<file path="config.mk">
export PLATFORM = sky130hd
export DESIGN_NAME = frame_axis_packer
export DESIGN_NICKNAME = d
export VERILOG_FILES = /design/src/rtl/frame_axis_pkg.sv /design/src/rtl/frame_axis_fifo.sv /design/src/rtl/frame_axis_packer.sv
export SDC_FILE = /design/constraint.sdc
export NUM_CORES = 1
export LEC_CHECK = 0
export BUFFER_PORTS_ARGS = -buffer_cell sky130_fd_sc_hd__buf_2
export CAP_MARGIN = 0
export CORE_MARGIN = 3
export CORE_UTILIZATION = 45
export CTS_BUF_LIST = sky130_fd_sc_hd__clkbuf_8
export DETAILED_ROUTE_END_ITERATION = 10
export SYNTH_ARGS = -nofsm -noshare
export SYNTH_HDL_FRONTEND = slang
export SYNTH_SLANG_ARGS = --single-unit
</file>
<file path="constraint.sdc">
create_clock -name clk -period 6.3 [get_ports clk]
set_input_delay 1.26 -clock clk [delete_from_list [all_inputs] [get_ports clk]]
set_output_delay 1.26 -clock clk [all_outputs]
set_load 0.05 [all_outputs]
</file>
<file path="src/rtl/frame_axis_pkg.sv">
// rtl/frame_axis_pkg.sv - shared types, sizing constants and tkeep helper for the frame packer
package frame_axis_pkg;

  typedef enum logic [1:0] {IDLE, RUN, FLUSH} state_t;

  localparam int DATA_SIZE_DEF   = 4;
  localparam int TDATA_WIDTH_DEF = 32;
  localparam int SPW    = TDATA_WIDTH_DEF / DATA_SIZE_DEF;
  localparam int KEEP_W = TDATA_WIDTH_DEF / 8;

  // Byte-enable mask covering nsamples samples of data_size bits, LSB first.
  function automatic logic [63:0] keep_from_count(input int unsigned nsamples,
                                                   input int unsigned data_size);
    int unsigned nbytes;
    nbytes = (nsamples * data_size + 7) / 8;
    if (nbytes >= 64) return '1;
    return (64'd1 << nbytes) - 64'd1;
  endfunction

endpackage

</file>
<file path="src/rtl/frame_axis_fifo.sv">
// rtl/frame_axis_fifo.sv - first-word-fall-through FIFO with full/empty and simultaneous push/pop
module frame_axis_fifo #(
  parameter int WIDTH = 37,
  parameter int ADD   = 4
) (
  input  logic             clk,
  input  logic             rst,
  input  logic             push,
  input  logic [WIDTH-1:0] din,
  input  logic             pop,
  output logic [WIDTH-1:0] dout,
  output logic             full,
  output logic             empty
);

  localparam int DEPTH = 1 << ADD;

  logic [WIDTH-1:0] mem [DEPTH];
  logic [ADD:0]     wr_ptr;
  logic [ADD:0]     rd_ptr;
  logic             do_push;
  logic             do_pop;

  assign empty   = (wr_ptr == rd_ptr);
  assign full    = (wr_ptr == {~rd_ptr[ADD], rd_ptr[ADD-1:0]});
  assign do_pop  = pop && !empty;
  // A pop in the same cycle frees the slot, so a push into a full FIFO still lands.
  assign do_push = push && (!full || do_pop);
  assign dout    = empty ? '0 : mem[rd_ptr[ADD-1:0]];

  always_ff @(posedge clk) begin
    if (do_push) mem[wr_ptr[ADD-1:0]] <= din;
  end

  always_ff @(posedge clk) begin
    if (rst) begin
      wr_ptr <= '0;
      rd_ptr <= '0;
    end else begin
      if (do_push) wr_ptr <= wr_ptr + 1'b1;
      if (do_pop)  rd_ptr <= rd_ptr + 1'b1;
    end
  end

endmodule

</file>
<file path="src/rtl/frame_axis_packer.sv">
// rtl/frame_axis_packer.sv - packs narrow frame samples into AXI4-Stream words with backpressure and drop accounting
module frame_axis_packer
  import frame_axis_pkg::*;
#(
  parameter int DATA_SIZE   = TDATA_WIDTH_DEF / SPW,
  parameter int TDATA_WIDTH = 8 * KEEP_W,
  parameter int LENGTH_SIZE = 6,
  parameter int FIFO_ADD    = 4
) (
  input  logic                     clk,
  input  logic                     rst,
  input  logic                     start,
  input  logic [LENGTH_SIZE:0]     frame_len,
  input  logic                     in_valid,
  input  logic [DATA_SIZE-1:0]     in_data,
  output logic                     busy,
  output logic [TDATA_WIDTH-1:0]   m_axis_tdata,
  output logic [TDATA_WIDTH/8-1:0] m_axis_tkeep,
  output logic                     m_axis_tlast,
  output logic                     m_axis_tvalid,
  input  logic                     m_axis_tready,
  output logic                     frame_done,
  input  logic                     clear,
  output logic [15:0]              drop_cnt,
  output logic                     overrun
);

  localparam int LANES  = TDATA_WIDTH / DATA_SIZE;
  localparam int KBYTES = TDATA_WIDTH / 8;
  localparam int IDX_W  = (LANES > 1) ? $clog2(LANES) : 1;
  localparam int FW     = TDATA_WIDTH + KBYTES + 1;
  localparam logic [LENGTH_SIZE:0] MAX_LEN = {1'b1, {LENGTH_SIZE{1'b0}}};

  state_t state, state_next;

  logic [LENGTH_SIZE:0]   len;
  logic [LENGTH_SIZE:0]   cnt;
  logic [LENGTH_SIZE:0]   cnt_next;
  logic [IDX_W-1:0]       idx;
  logic [TDATA_WIDTH-1:0] shift_word;
  logic [TDATA_WIDTH-1:0] word_next;
  logic                   pend_valid;
  logic [TDATA_WIDTH-1:0] pend_data;
  logic [KBYTES-1:0]      pend_keep;
  logic                   pend_last;
  logic                   len_ok;
  logic                   accept;
  logic                   last_sample;
  logic                   word_end;
  logic                   pop;
  logic                   drop;
  logic                   fifo_full;
  logic                   fifo_empty;
  logic [FW-1:0]          fifo_dout;

  assign len_ok      = (frame_len != '0) && (frame_len <= MAX_LEN);
  assign accept      = (state == RUN) && in_valid;
  assign cnt_next    = cnt + {{LENGTH_SIZE{1'b0}}, 1'b1};
  assign last_sample = (cnt_next == len);
  assign word_end    = (idx == IDX_W'(LANES - 1)) || last_sample;
  assign word_next   = shift_word | (TDATA_WIDTH'(in_data) << (idx * DATA_SIZE));

  always_ff @(posedge clk) begin
    if (rst) state <= IDLE;
    else     state <= state_next;
  end

  always_comb begin
    state_next = state;
    case (state)
      IDLE:    if (start && len_ok) state_next = RUN;
      RUN:     if (accept && last_sample) state_next = FLUSH;
      FLUSH:   state_next = IDLE;
      default: state_next = IDLE;
    endcase
  end

  always_ff @(posedge clk) begin
    if (rst) begin
      len        <= '0;
      cnt        <= '0;
      idx        <= '0;
      shift_word <= '0;
      pend_valid <= 1'b0;
      pend_data  <= '0;
      pend_keep  <= '0;
      pend_last  <= 1'b0;
      frame_done <= 1'b0;
    end else begin
      frame_done <= (state == FLUSH);
      pend_valid <= 1'b0;
      if (state == IDLE && start && len_ok) begin
        len        <= frame_len;
        cnt        <= '0;
        idx        <= '0;
        shift_word <= '0;
      end
      if (accept) begin
        cnt <= cnt_next;
        if (word_end) begin
          // Word leaves through the pending register next cycle; lanes restart empty.
          shift_word <= '0;
          idx        <= '0;
          pend_valid <= 1'b1;
          pend_data  <= word_next;
          pend_keep  <= KBYTES'(keep_from_count(32'(idx) + 32'd1, DATA_SIZE));
          pend_last  <= last_sample;
        end else begin
          shift_word <= word_next;
          idx        <= idx + IDX_W'(1);
        end
      end
    end
  end

  assign pop  = m_axis_tvalid && m_axis_tready;
  assign drop = pend_valid && fifo_full && !pop;

  always_ff @(posedge clk) begin
    if (rst) begin
      drop_cnt <= '0;
      overrun  <= 1'b0;
    end else if (clear) begin
      drop_cnt <= drop ? 16'd1 : 16'd0;
      overrun  <= drop;
    end else if (drop) begin
      if (drop_cnt != 16'hFFFF) drop_cnt <= drop_cnt + 16'd1;
      overrun <= 1'b1;
    end
  end

  frame_axis_fifo #(
    .WIDTH (FW),
    .ADD   (FIFO_ADD)
  ) u_fifo (
    .clk   (clk),
    .rst   (rst),
    .push  (pend_valid),
    .din   ({pend_last, pend_keep, pend_data}),
    .pop   (pop),
    .dout  (fifo_dout),
    .full  (fifo_full),
    .empty (fifo_empty)
  );

  assign {m_axis_tlast, m_axis_tkeep, m_axis_tdata} = fifo_dout;
  assign m_axis_tvalid = !fifo_empty;
  assign busy          = (state != IDLE);

endmodule

</file>
### Word-level counts from Yosys, hierarchy flattened

Memory sizes are Yosys's and may differ from the RTL's. A register that Yosys moved wholly into a read port is not among the register bits.
Index checks and enable logic that the tools add are counted.

| storage, ports and cells | value |
|---|---|
| flip-flop bits (word level) | 117 |
| bits in writable memories | 592 |
| bits of input ports | 17 |
| output and inout port bits | 57 |
| word-level logic and storage cells | 94 |
| memories kept | 1 |

| cells by class | value |
|---|---|
| $add $sub $neg | 8 |
| magnitude comparators | 2 |
| eq/ne operators | 9 |
| shift-type cells | 2 |
| mux-type cells | 29 |
| bitwise operators | 3 |
| reductions and logical operators | 26 |

Memories:

| name | words | bits a word | read ports | clocked after memory_dff | wr ports | line | text |
|---|---|---|---|---|---|---|---|
| u_fifo.mem | 16 | 37 | 1 | 1 | 1 | frame_axis_fifo.sv:18 | `logic [WIDTH-1:0] mem [DEPTH];` |

Operator list:

| operator | number |
|---|---|
| 2-to-1 mux 32 bit | 3 |
| 2-to-1 mux 16 bit | 3 |
| 2-to-1 mux 37 bit | 1 |
| OR 32 bit | 1 |
| left shift 4 x 5 -> 32 bit | 1 |
| adder 16 x 1 -> 16 bit (second input constant) | 1 |
| 2-to-1 mux 4 bit | 4 |
| != test 16 bit (second input constant) | 1 |
| 2-to-1 mux 7 bit | 2 |
| logical AND 1 bit | 11 |
| adder 5 x 1 -> 5 bit (second input constant) | 2 |
| == test 5 bit | 2 |
| 2-to-1 mux 1 bit | 10 |
| 2-to-1 mux 3 bit | 3 |
| nonzero test 2 bit | 4 |
| adder 6 x 3 -> 7 bit (second input constant) | 1 |
| adder 7 x 1 -> 7 bit (second input constant) | 1 |
| == test 7 bit | 1 |
| >= comparator 4 x 7 -> 1 bit (second input constant) | 1 |
| less-or-equal comparator 7 bit (second input constant) | 1 |
| nonzero test 7 bit | 1 |
| AND reduction 2 bit | 3 |
| adder 3 x 1 -> 4 bit (second input constant) | 1 |
| 2-to-1 mux 2 bit | 2 |
| other kinds (14) | 18 |

### Logic depth before layout (Yosys ltp)

Gate-level depths: netlist (run 1).

| depth | value |
|---|---|
| depth after elaboration | 8 |
| gate-level depth with buffers | 8 |
| depth with buffers taken out | 7 |

### Hierarchy

From an unflattened synthesis (run 1), not the netlist that was laid out.

| second synthesis, totals | value |
|---|---|
| cells, all modules | 1,763 |
| area total of the unflattened synthesis | 29,054.1 µm² |

Modules (own cells, without submodules):

| module | times used | cells each | area an instance (µm²) |
|---|---|---|---|
| frame_axis_fifo | 1 | 996 | 22,845.7 |
| frame_axis_packer | 1 | 767 | 6,208.5 |

### Least setup slack after synthesis (run 1)

No wires, ideal clock.

| timing path | value |
|---|---|
| path type | input-to-reg |
| start | input m_axis_tready |
| end | memory u_fifo.mem[3][0], enable pin |
| library setup time | 0.477 ns |
| arrival | 4.505 ns |
| required time | 5.823 ns |
| setup slack | 1.318 ns |
| stages on the path | 4 |
| cells stage by stage | nor2_1 > a21boi_1 > nand2_1 > nor3_1 |

| on the way | value |
|---|---|
| word-level cells in the longest chain between the ends | 6 |

Ends and longest elaborated chain:

| what | line | text |
|---|---|---|
| start: declaration | frame_axis_packer.sv:21 | `input logic m_axis_tready,` |
| logical AND 1 bit | frame_axis_packer.sv:116 | `assign pop = m_axis_tvalid && m_axis_tready;` |
| logical AND 1 bit | frame_axis_fifo.sv:26 | `assign do_pop = pop && !empty;` |
| logical OR 1 bit | frame_axis_fifo.sv:28 | `assign do_push = push && (!full \|\| do_pop);` |
| logical AND 1 bit | frame_axis_fifo.sv:28 |  |
| 2-to-1 mux 1 bit | frame_axis_fifo.sv:32 | `if (do_push) mem[wr_ptr[ADD-1:0]] <= din;` |
| 2-to-1 mux 1 bit (implied by the code) | frame_axis_fifo.sv:32 |  |
| end: declaration | frame_axis_fifo.sv:18 |  |

No other way between the ends.

==> impl_results.md, run 1 <==
- Status: finished, final reports clean
- Post-CTS Setup Bufs: 0
- Post-synth top cells: edfxtp_1, mux4_2, dfxtp_1
- Max-slew headroom: 0.125
- Placed Cells: 2274
- Non-filler instance count after layout: 2486
- GPL Wtd Cong: 0.764
- Area Overhead vs Synth: 12.6%
- Crit path max fanout: 44
- Number of distinct library cells after synthesis: 61
- Pwr Density: 282 nW/um^2
- Post-DP HPWL: 33900 um
- Die W: 255 um
- Post-DR wirelength/cell: 25.1 um
- CTS buffer count: 114
- Final nets: 1635
- Average cell area after synthesis: 18.9 um^2
- CP delay by family, top: multiplexers
- Hold depth: 2
- Register area share after synthesis: 0.725
- Final Hold Fails: 0
- CP endpoint kind: primary output
- Crit path top cell by count: mux4_2
- Final setup TNS: 0 ns
- Crit-path cells: buf_4 -> mux4_2 -> mux4_2 -> and2_1 -> buf_2
- R2R cell count: 6
- Initial Utilization: 0.458
- Yosys warns: 0
- Vias: 14400
- WP depth: 5
- TritonCTS clock tree: built
- Async S/R FF share, synth: 0
- Syn_nets: 1498
- Period utilization: 0.767
- Reg clk slew, reported paths: 0.06 ns
- Hold/Removal Path Class: register to register
- Worst Path Buf+Inv: 2
- Main area contributors after synthesis: edfxtp_1, mux4_2, dfxtp_1
- Skew-Pair Late Insertion Delay: 0.70 ns
- Htree depth: 3
- RSZ-0062 raised after global routing: false
- Via density per instance: 5.78
- Top_reg_cell synth: edfxtp_1
- Remaining Overflow, GRT: 0
- Post-synth top area share: 0.638
- Cells after synthesis: 1472
- Hold Buf Count CTS: 0
- Post-DRT Antenna Nets: 0
- Iter 0 DRT Violations: 1221
- CP startpoint kind: register
- Max frequency: 0.207 GHz
- CTS resizes: 0
- Leading area contributor after synthesis: edfxtp_1
- Drt drc: 0
- Clk sinks: 713
- Lkg Pwr: 9.81 nW
- CP Class: register to primary output
- Filler cell count: 4937
- Slowest cell on the critical path: dfxtp_4
- EDFF count, synth: 592
- I/O Buffers: 73
- Minimum clock period: 4.83 ns
- Drt pass-1 iters: 5
- Vias in the first global route: 14900
- Final wirelength: 62300 um
- Utilization after layout: 0.516
- Clock buffer depth: 3
- Final Instance Area: 31400 um^2
- Worst Skew: 0.0221 ns
- Most common cell in the synthesized netlist: edfxtp_1
- Req. time, crit path: 5.04 ns
- Die Height: 255 um
- Initial antenna violation count: 3
- FF-to-FF End: u_fifo.mem[8][27]
- Row count: 90
- Crit path DAT: 3.57 ns
- Hold path endpoint: shift_word[8]
- Final setup fails: 0
- VDD IR-drop max: 0.000154 V
- Largest net degree at the start of global routing: 76
- Max-cap violations: 0
- Flops & latches, synth: 713
- Core ar.: 60800 um^2
- Hold Startpoint: shift_word[8]
- GRT Util Overall: 0.197
- CP max stage delay: 0.96 ns
- Die footprint: 64900 um^2
- Clock root cell: clkbuf_8
- Synthesized area: 27900 um^2
- R2R setup slack: 2.75 ns
- Reg-to-Reg Start: u_fifo.wr_ptr[3]
- Share of cells above drive strength 1: 0.297
- Slew Viols, Final: 0
- First-pass GRT wire length: 94500 um
- I/O pin cnt: 74
- Least-Margin Pin Slew: 1.31 ns
- Area post-placement: 29200 um^2
- Pwr Total: 8.85 mW
state kept, by name (all words and copies together) (netlist names), named ones only:
| register | flops |
|---|---|
| cnt | 7 |
| drop_cnt | 16 |
| frame_done | 1 |
| idx | 3 |
| len | 7 |
| overrun | 1 |
| pend_data | 32 |
| pend_keep | 4 |
| pend_last | 1 |
| pend_valid | 1 |
| shift_word | 32 |
| state | 2 |
| u_fifo.mem | 592 |
| u_fifo.rd_ptr | 5 |
| u_fifo.wr_ptr | 5 |
cell families after synthesis:
family                     synth area share
xor gates and xnor gates            0.00880
adders and majority gates           0.00404
DFF                                   0.725
AOI/OAI and AO/OA                    0.0362
buffers and inverters                0.0161
muxes                                 0.153
and+or+nand+nor                      0.0568
routing by layer:
| metal | wire [um] | up-vias | GRT usage |
|---|---|---|---|
| li1 | - | 6296 | - |
| met1 | 27700 | 7583 | 0.284 |
| met2 | 30200 | 413 | 0.317 |
| met3 | 3320 | 79 | 0.0326 |
| met4 | 1010 | 0 | 0.0531 |
| met5 | 0 | - | 0 |
cell usage in the layout, fill, tap and decap left out, types with 4 or more instances in the layout:
| cell | netlist | final |
|---|---|---|
| xor2_1 | 10 | 10 |
| mux4_2 | 185 | 185 |
| diode_2 | 0 | 6 |
| dfxtp_1 | 121 | 117 |
| nor2b_1 | 6 | 6 |
| mux2i_1 | 10 | 10 |
| buf_4 | 1 | 33 |
| o31ai_1 | 35 | 35 |
| xnor2_1 | 18 | 18 |
| nor2_2 | 30 | 30 |
| a21oi_1 | 46 | 46 |
| buf_2 | 23 | 74 |
| o21ai_0 | 6 | 6 |
| nor4_1 | 6 | 6 |
| nor2_1 | 62 | 51 |
| nand4_1 | 40 | 40 |
| clkinv_2 | 0 | 10 |
| nor3_1 | 10 | 6 |
| ha_1 | 9 | 9 |
| nand2_1 | 24 | 23 |
| and2_1 | 39 | 39 |
| clkinv_1 | 0 | 22 |
| nor2_4 | 0 | 11 |
| bufinv_16 | 0 | 4 |
| edfxtp_1 | 592 | 592 |
| nand2b_1 | 4 | 4 |
| clkbuf_8 | 0 | 119 |
| nor3_2 | 1 | 5 |
| inv_1 | 12 | 55 |
| a31oi_1 | 41 | 41 |
| and3_1 | 12 | 12 |
| nand3_1 | 16 | 16 |
power breakdown:
part / total (mW) / internal [mW] / switching [mW]
logic: 0.142 / 0.0453 / 0.0966
clock network: 3.66 / 1.90 / 1.76
registers: 5.05 / 5.04 / 0.00944
total: 8.85 / 6.99 / 1.86
worst min-delay path, stage by stage (launching register included):
cell and delay (ns):
dfxtp_1 0.32, a31oi_1 0.05, nor2_2 0.06
cell type report:
cell class                      instances  area [um^2]  area share
Timing Repair Buffer                  110          678      0.0216
Inverter                               12         45.0     0.00144
Tap cell                              782          978      0.0312
Clock inverter                         86          467      0.0149
Sequential cell                       713        20200       0.644
Antenna cell                            6         15.0    0.000479
Clock buffer                          119         1640      0.0522
Multi-Input combinational cell        658         7330       0.234
metrics by stage:
step,hold slack [ns],worst slack (ns)
3_3_place_gp,0.444,2.10
6_report,0.465,1.47
2_1_floorplan,0.438,1.32
3_5_place_dp,0.452,2.08
5_1_grt,0.485,1.19
4_1_cts,0.465,1.30
worst max-delay path by stage:
stage / from / endpoint / slack, ns
after floorplan: m_axis_tready / u_fifo.mem[3][0] / 1.32
after global placement: register / m_axis_tdata[0] / 2.10
after detailed placement: register / m_axis_tdata[0] / 2.08
after CTS: register / m_axis_tdata[0] / 1.30
after global routing: register / m_axis_tdata[17] / 1.19
final: register / m_axis_tdata[17] / 1.47
Power figures use the tool's default switching activity.
==> inputs of run 2 (changes only) <==
--- a/config.mk
+++ b/config.mk
@@ -5,6 +5,7 @@
 export SDC_FILE = /design/constraint.sdc
 export NUM_CORES = 1
 export LEC_CHECK = 0
+export ABC_AREA = 1
 export BUFFER_PORTS_ARGS = -buffer_cell sky130_fd_sc_hd__buf_2
 export CAP_MARGIN = 0
 export CORE_MARGIN = 3
==> constraint.sdc (replaced) <==
create_clock -name clk -period 4 [get_ports clk]
set_input_delay 0.8 -clock clk [delete_from_list [all_inputs] [get_ports clk]]
set_output_delay 0.8 -clock clk [all_outputs]
set_load 0.05 [all_outputs]
==> run 2 against run 1 <==
Net effect:
- combinational power increased to 12 times the previous value
- die area increased by 5.6%
- clock skew increased by 0.020 ns
- hold slack got worse by 0.080 ns
- non-clock buffer count increased by 20
==> impl_results.md, run 2 <==
- Least-Margin Pin Slew: 0.911 ns
- Synthesized area: 29500 um^2
- R2R setup slack: 1.13 ns
- RSZ-0062 raised after global routing: false
- Hold Buf Count CTS: 0
- Area Overhead vs Synth: 12.0%
- Drt drc: 0
- Cells after synthesis: 2452
- Largest net degree at the start of global routing: 88
- GRT Util Overall: 0.221
- Worst Skew: 0.0420 ns
- Req. time, crit path: 3.20 ns
- Reg-to-Reg Start: u_fifo.wr_ptr[2]
- Slowest cell on the critical path: dfxtp_4
- Period utilization: 0.962
- Post-synth top cells: edfxtp_1, a21oi_1, inv_1
- Crit-path cells: buf_4 -> mux2i_1 -> o211ai_1 -> nand3_1 -> a21oi_1 -> buf_2
- Register area share after synthesis: 0.685
- WP depth: 6
- Core ar.: 64600 um^2
- Final wirelength: 75800 um
- CP delay by family, top: buffers and inverters
- CTS buffer count: 116
- CP Class: register to primary output
- Async S/R FF share, synth: 0
- Pwr Density: 467 nW/um^2
- Final nets: 2566
- Clock root cell: clkbuf_8
- CTS resizes: 0
- Main area contributors after synthesis: edfxtp_1, dfxtp_1, a21oi_1
- Max frequency: 0.260 GHz
- I/O pin cnt: 74
- Post-DRT Antenna Nets: 0
- EDFF count, synth: 592
- Average cell area after synthesis: 12.0 um^2
- Syn_nets: 2478
- Lkg Pwr: 11.0 nW
- Final setup TNS: 0 ns
- Crit path max fanout: 44
- Reg clk slew, reported paths: 0.06 ns
- Hold Startpoint: frame_len[0]
- Initial Utilization: 0.456
- Largest register FFs: 592
- Die Height: 262 um
- Iter 0 DRT Violations: 1609
- Row count: 93
- Post-DP HPWL: 40600 um
- Drt pass-1 iters: 6
- Clock buffer depth: 3
- Pwr Total: 15.4 mW
- Non-filler instance count after layout: 3493
- Vias in the first global route: 19200
- Hold path endpoint: len[0]
- Clk sinks: 713
- Post-DR wirelength/cell: 21.7 um
- Share of cells above drive strength 1: 0.135
- First-pass GRT wire length: 114000 um
- CP max stage delay: 0.79 ns
- FF-to-FF End: u_fifo.mem[5][16]
- GPL Wtd Cong: 0.816
- Most common cell after layout, fill and taps aside: edfxtp_1
- TritonCTS clock tree: built
- Post-CTS Setup Bufs: 0
- VDD IR-drop max: 0.000238 V
- Crit path DAT: 3.05 ns
- Worst setup margin: 0.151 ns
- I/O Buffers: 73
- DP Worst Slack: 0.883 ns
- Slew Viols, Final: 0
- Max-slew headroom: 0.391
- Leading area contributor after synthesis: edfxtp_1
- Die footprint: 68600 um^2
- Initial antenna violation count: 1
- Yosys warns: 0
- Htree depth: 3
- Most common cell in the synthesized netlist: edfxtp_1
- Minimum clock period: 3.85 ns
- Via density per instance: 5.56
- Hold/Removal Path Class: primary input to register
- Top_reg_cell synth: edfxtp_1
- Placed Cells: 3277
- Post-synth top area share: 0.603
- Flops & latches, synth: 713
- Hold depth: 3
- Final Hold Fails: 0
- Skew-Pair Late Insertion Delay: 0.73 ns
- Most frequent cells in the layout: edfxtp_1, a21oi_1, inv_1
- Vias: 19400
- R2R cell count: 10
- Worst Path Buf+Inv: 2
- Status: finished, final reports clean
- CP endpoint kind: primary output
- Remaining Overflow, GRT: 0
- Number of distinct library cells after synthesis: 40
- CP startpoint kind: register
- Final setup fails: 0
- Max-cap violations: 0
- Die W: 262 um
==> run 2: worst max-delay path by stage <==
stage / end / slack, ns / startpoint
6_report: m_axis_tdata[5] / 0.15 / register
5_1_grt: m_axis_tdata[17] / 0.0006 / register
4_1_cts: m_axis_tdata[5] / 0.09 / register
3_5_place_dp: m_axis_tdata[5] / 0.88 / register
3_3_place_gp: m_axis_tdata[5] / 0.85 / register
2_1_floorplan: u_fifo.mem[11][0] / 0.73 / m_axis_tready
==> run 2: stage by stage <==
| stage | cell area [um^2] | hold slack [ns] | utilization |
|---|---|---|---|
| 4_1_cts | 33000 | 0.317 | 0.511 |
| 5_1_grt | 33000 | 0.366 | 0.511 |
| 3_3_place_gp | 30900 | 0.452 | 0.479 |
| 2_1_floorplan | 29500 | 0.430 | - |
| 3_5_place_dp | 30900 | 0.451 | 0.479 |
| 6_report | 33000 | 0.385 | 0.511 |
==> run 2: cells by family (layout without fill, tap and decap cells) <==
group                    after synthesis  in the layout  share of synthesized area
AND/OR/NAND/NOR                      559            559                     0.0884
adder cells (fa/ha/maj)                9              9                    0.00382
buffers and inverters                405            590                     0.0558
multiplexers                         111            111                     0.0377
AO/OA/AOI/OAI                        642            642                      0.125
XOR/XNOR                              13             13                    0.00386
other                                  0              1                          0
flip-flops                           713            713                      0.685
==> run 2: power breakdown <==
group,internal [mW],switching (mW)
clock,2.86,2.85
combinational,0.492,1.20
sequential,7.96,0.0656
total,11.3,4.11
==> run 2: worst register-to-register path, stage by stage (launching register included) <==
cell and delay, ns:
dfxtp_1 0.43, xor2_1 0.17, nor2_1 0.06, nand2_1 0.06
inv_1 0.06, nand2_1 0.05, nand2_1 0.19, inv_1 0.18
nand2_1 0.24, nor2_4 0.77, buf_4 0.32
==> run 2: metal layers <==
metal / vias to the layer above / wire length [um] / GRT usage
li1: 9057 / - / -
met1: 9536 / 32500 / 0.296
met2: 686 / 36300 / 0.363
met3: 146 / 4780 / 0.0343
met4: 0 / 2190 / 0.0856
met5: - / 0 / 0
==> run 2: final cells by class <==
class | instances | area, um^2
fillers | 5577 | 31600
repair buffers | 130 | 981
clock inverters | 97 | 457
flip-flops and latches | 713 | 20200
diodes | 1 | 2.50
well taps | 855 | 1070
inverters | 245 | 922
clock buffers | 118 | 1620
multi-input cells | 1334 | 7750
==> inputs of run 3 (changes only) <==
--- a/config.mk
+++ b/config.mk
@@ -9,9 +9,10 @@
 export BUFFER_PORTS_ARGS = -buffer_cell sky130_fd_sc_hd__buf_2
 export CAP_MARGIN = 0
 export CORE_MARGIN = 3
-export CORE_UTILIZATION = 45
+export CORE_UTILIZATION = 55
 export CTS_BUF_LIST = sky130_fd_sc_hd__clkbuf_8
 export DETAILED_ROUTE_END_ITERATION = 10
+export PLACE_DENSITY = 0.72
 export SYNTH_ARGS = -nofsm -noshare
 export SYNTH_HDL_FRONTEND = slang
 export SYNTH_SLANG_ARGS = --single-unit
==> constraint.sdc (replaced) <==
create_clock -name clk -period 4.25 [get_ports clk]
set_input_delay 0.85 -clock clk [delete_from_list [all_inputs] [get_ports clk]]
set_output_delay 0.85 -clock clk [all_outputs]
set_load 0.01 [all_outputs]
==> run 3 against run 2 <==
Net effect:
- total power down 8.9%
- utilization grew 10 points
- global-route usage increased by 2.6 points
- non-clock buffer count fell by 14
- die area down 18%
- routed wire length fell by 7.1%
- highest routed layer unchanged
==> impl_results.md, run 3 (same netlist as run 2, synthesis figures left out) <==
- Status: finished, final reports clean
- Least-Margin Pin Slew: 1.04 ns
- Row count: 84
- Pwr Total: 14.0 mW
- GPL Wtd Cong: 0.828
- Post-DP HPWL: 40500 um
- Die footprint: 56400 um^2
- Clock root cell: clkbuf_8
- I/O Buffers: 73
- Max-cap violations: 0
- Final nets: 2545
- Final wirelength: 70400 um
- Post-DR wirelength/cell: 21.3 um
- Drt pass-1 iters: 5
- Hold/Removal Path Class: primary input to register
- Cell Int Power: 10.5 mW
- Via density per instance: 5.91
- Clk sinks: 713
- Period utilization: 0.939
- Worst Path Buf+Inv: 3
- CP Class: register to primary output
- CTS buffer count: 109
- Slew Viols, Final: 0
- Psw: 3.56 mW
- Pwr Density: 432 nW/um^2
- Crit path max fanout: 71
- Clock power share: 0.363
- Req. time, crit path: 3.40 ns
- GRT Util Overall: 0.247
- Reg clk slew, reported paths: 0.06 ns
- Lkg Pwr: 10.8 nW
- Switching Share: 0.253
- Post-DRT Antenna Nets: 0
- Final setup fails: 0
- Worst Skew: 0.0389 ns
- Die Height: 237 um
- CP startpoint kind: register
- Diode count: 0
- I/O pin cnt: 74
- TritonCTS clock tree: built
- Placed Cells: 3096
- Initial Utilization: 0.559
- Post-CTS Setup Bufs: 0
- Non-filler instance count after layout: 3302
- Htree depth: 3
- Clock buffer depth: 3
- Sequential Power Share: 0.537
- DP Worst Slack: 0.995 ns
- Drt drc: 0
- CP max stage delay: 0.74 ns
- Final Instance Area: 32500 um^2
- Vias: 19500
- Slowest cell on the critical path: dfxtp_4
- R2R setup slack: 1.26 ns
- Area post-placement: 30500 um^2
- Max-slew headroom: 0.309
- Core ar.: 52800 um^2
- Remaining Overflow, GRT: 0
- Minimum clock period: 3.99 ns
- CTS resizes: 0
- Share of cells above drive strength 1: 0.130
- Crit path top cell by count: buf_12
- Filler cell count: 4121
- Hold Buf Count CTS: 0
- Final setup TNS: 0 ns
- RSZ-0062 raised after global routing: false
- Crit path DAT: 3.14 ns
- Comb pwr share: 0.101
- First-pass GRT wire length: 108000 um
- Most common cell after layout, fill and taps aside: edfxtp_1
- Skew-Pair Late Insertion Delay: 0.71 ns
- Largest register FFs: 592
- Die W: 237 um
- Largest net degree at the start of global routing: 98
- Crit-path cells: buf_12 -> buf_12 -> mux2i_1 -> o211ai_1 -> nand3_1 -> a21oi_1 -> buf_2
- Iter 0 DRT Violations: 2443
- Final Hold Fails: 0
- CP delay by family, top: buffers and inverters
- Worst setup margin: 0.261 ns
- Initial antenna violation count: 1
- Max frequency: 0.251 GHz
- Most frequent cells in the layout: edfxtp_1, a21oi_1, inv_1
- Area Overhead vs Synth: 10.3%
- Vias in the first global route: 18700
- CP endpoint kind: primary output
- VDD IR-drop max: 0.000314 V
[run 3: cell count changes in the layout (fill, tap and decap cells not counted), moves of 2 or more]
cell / previous run / this run
clkinv_1: 46 / 27
inv_1: 268 / 282
buf_12: 15 / 8
buf_4: 42 / 35
bufinv_16: 2 / 0
clkbuf_8: 118 / 116
clkinv_2: 13 / 15
[run 3: worst reg2reg max path, stage by stage (launching register included)]
cell and delay [ns]:
dfxtp_1 0.40, inv_1 0.14, nand2_1 0.08, a21oi_1 0.06
nand2_1 0.07, inv_1 0.06, nand2_1 0.05, nand2_1 0.20
inv_1 0.19, nand2_1 0.26, nor2_4 0.72, buf_4 0.43
[run 3: through the flow]
stage / utilization / hold slack (ns)
2_1_floorplan: - / 0.430
3_3_place_gp: 0.579 / 0.447
3_5_place_dp: 0.579 / 0.453
4_1_cts: 0.616 / 0.383
5_1_grt: 0.616 / 0.437
6_report: 0.616 / 0.444
[run 3: power by group through the flow]
stage	clock network (mW)	registers (mW)	logic (mW)
floorplan	0	7.65	1.00
global placement	0	7.69	1.37
detailed placement	0	7.69	1.40
CTS	5.19	7.54	1.41
global route	5.49	7.54	1.55
finish	5.09	7.54	1.41
[run 3: final timing paths]
path,endpoint,cells after the start,from
hold reg to reg,frame_done,2,state[1]
setup / recovery,m_axis_tdata[25],7,register
setup reg to reg,u_fifo.mem[10][33],11,u_fifo.wr_ptr[0]
hold / removal,len[0],3,frame_len[0]
[run 3: final cells by class]
class / instances / area [um^2] / area share
multi-input cells: 1334 / 7750 / 0.238
flip-flops and latches: 713 / 20200 / 0.622
clock buffers: 116 / 1600 / 0.0491
well taps: 688 / 861 / 0.0265
inverters: 245 / 921 / 0.0283
clock inverters: 90 / 373 / 0.0115
repair buffers: 116 / 788 / 0.0243
[run 3: layer usage]
layer  global-route usage  vias to the layer above  wire, um
li1                     -                     9021         -
met5                    0                        -         0
met3               0.0579                      120      7070
met1                0.344                     9425     28900
met2                0.387                      936     32800
met4               0.0855                        0      1680
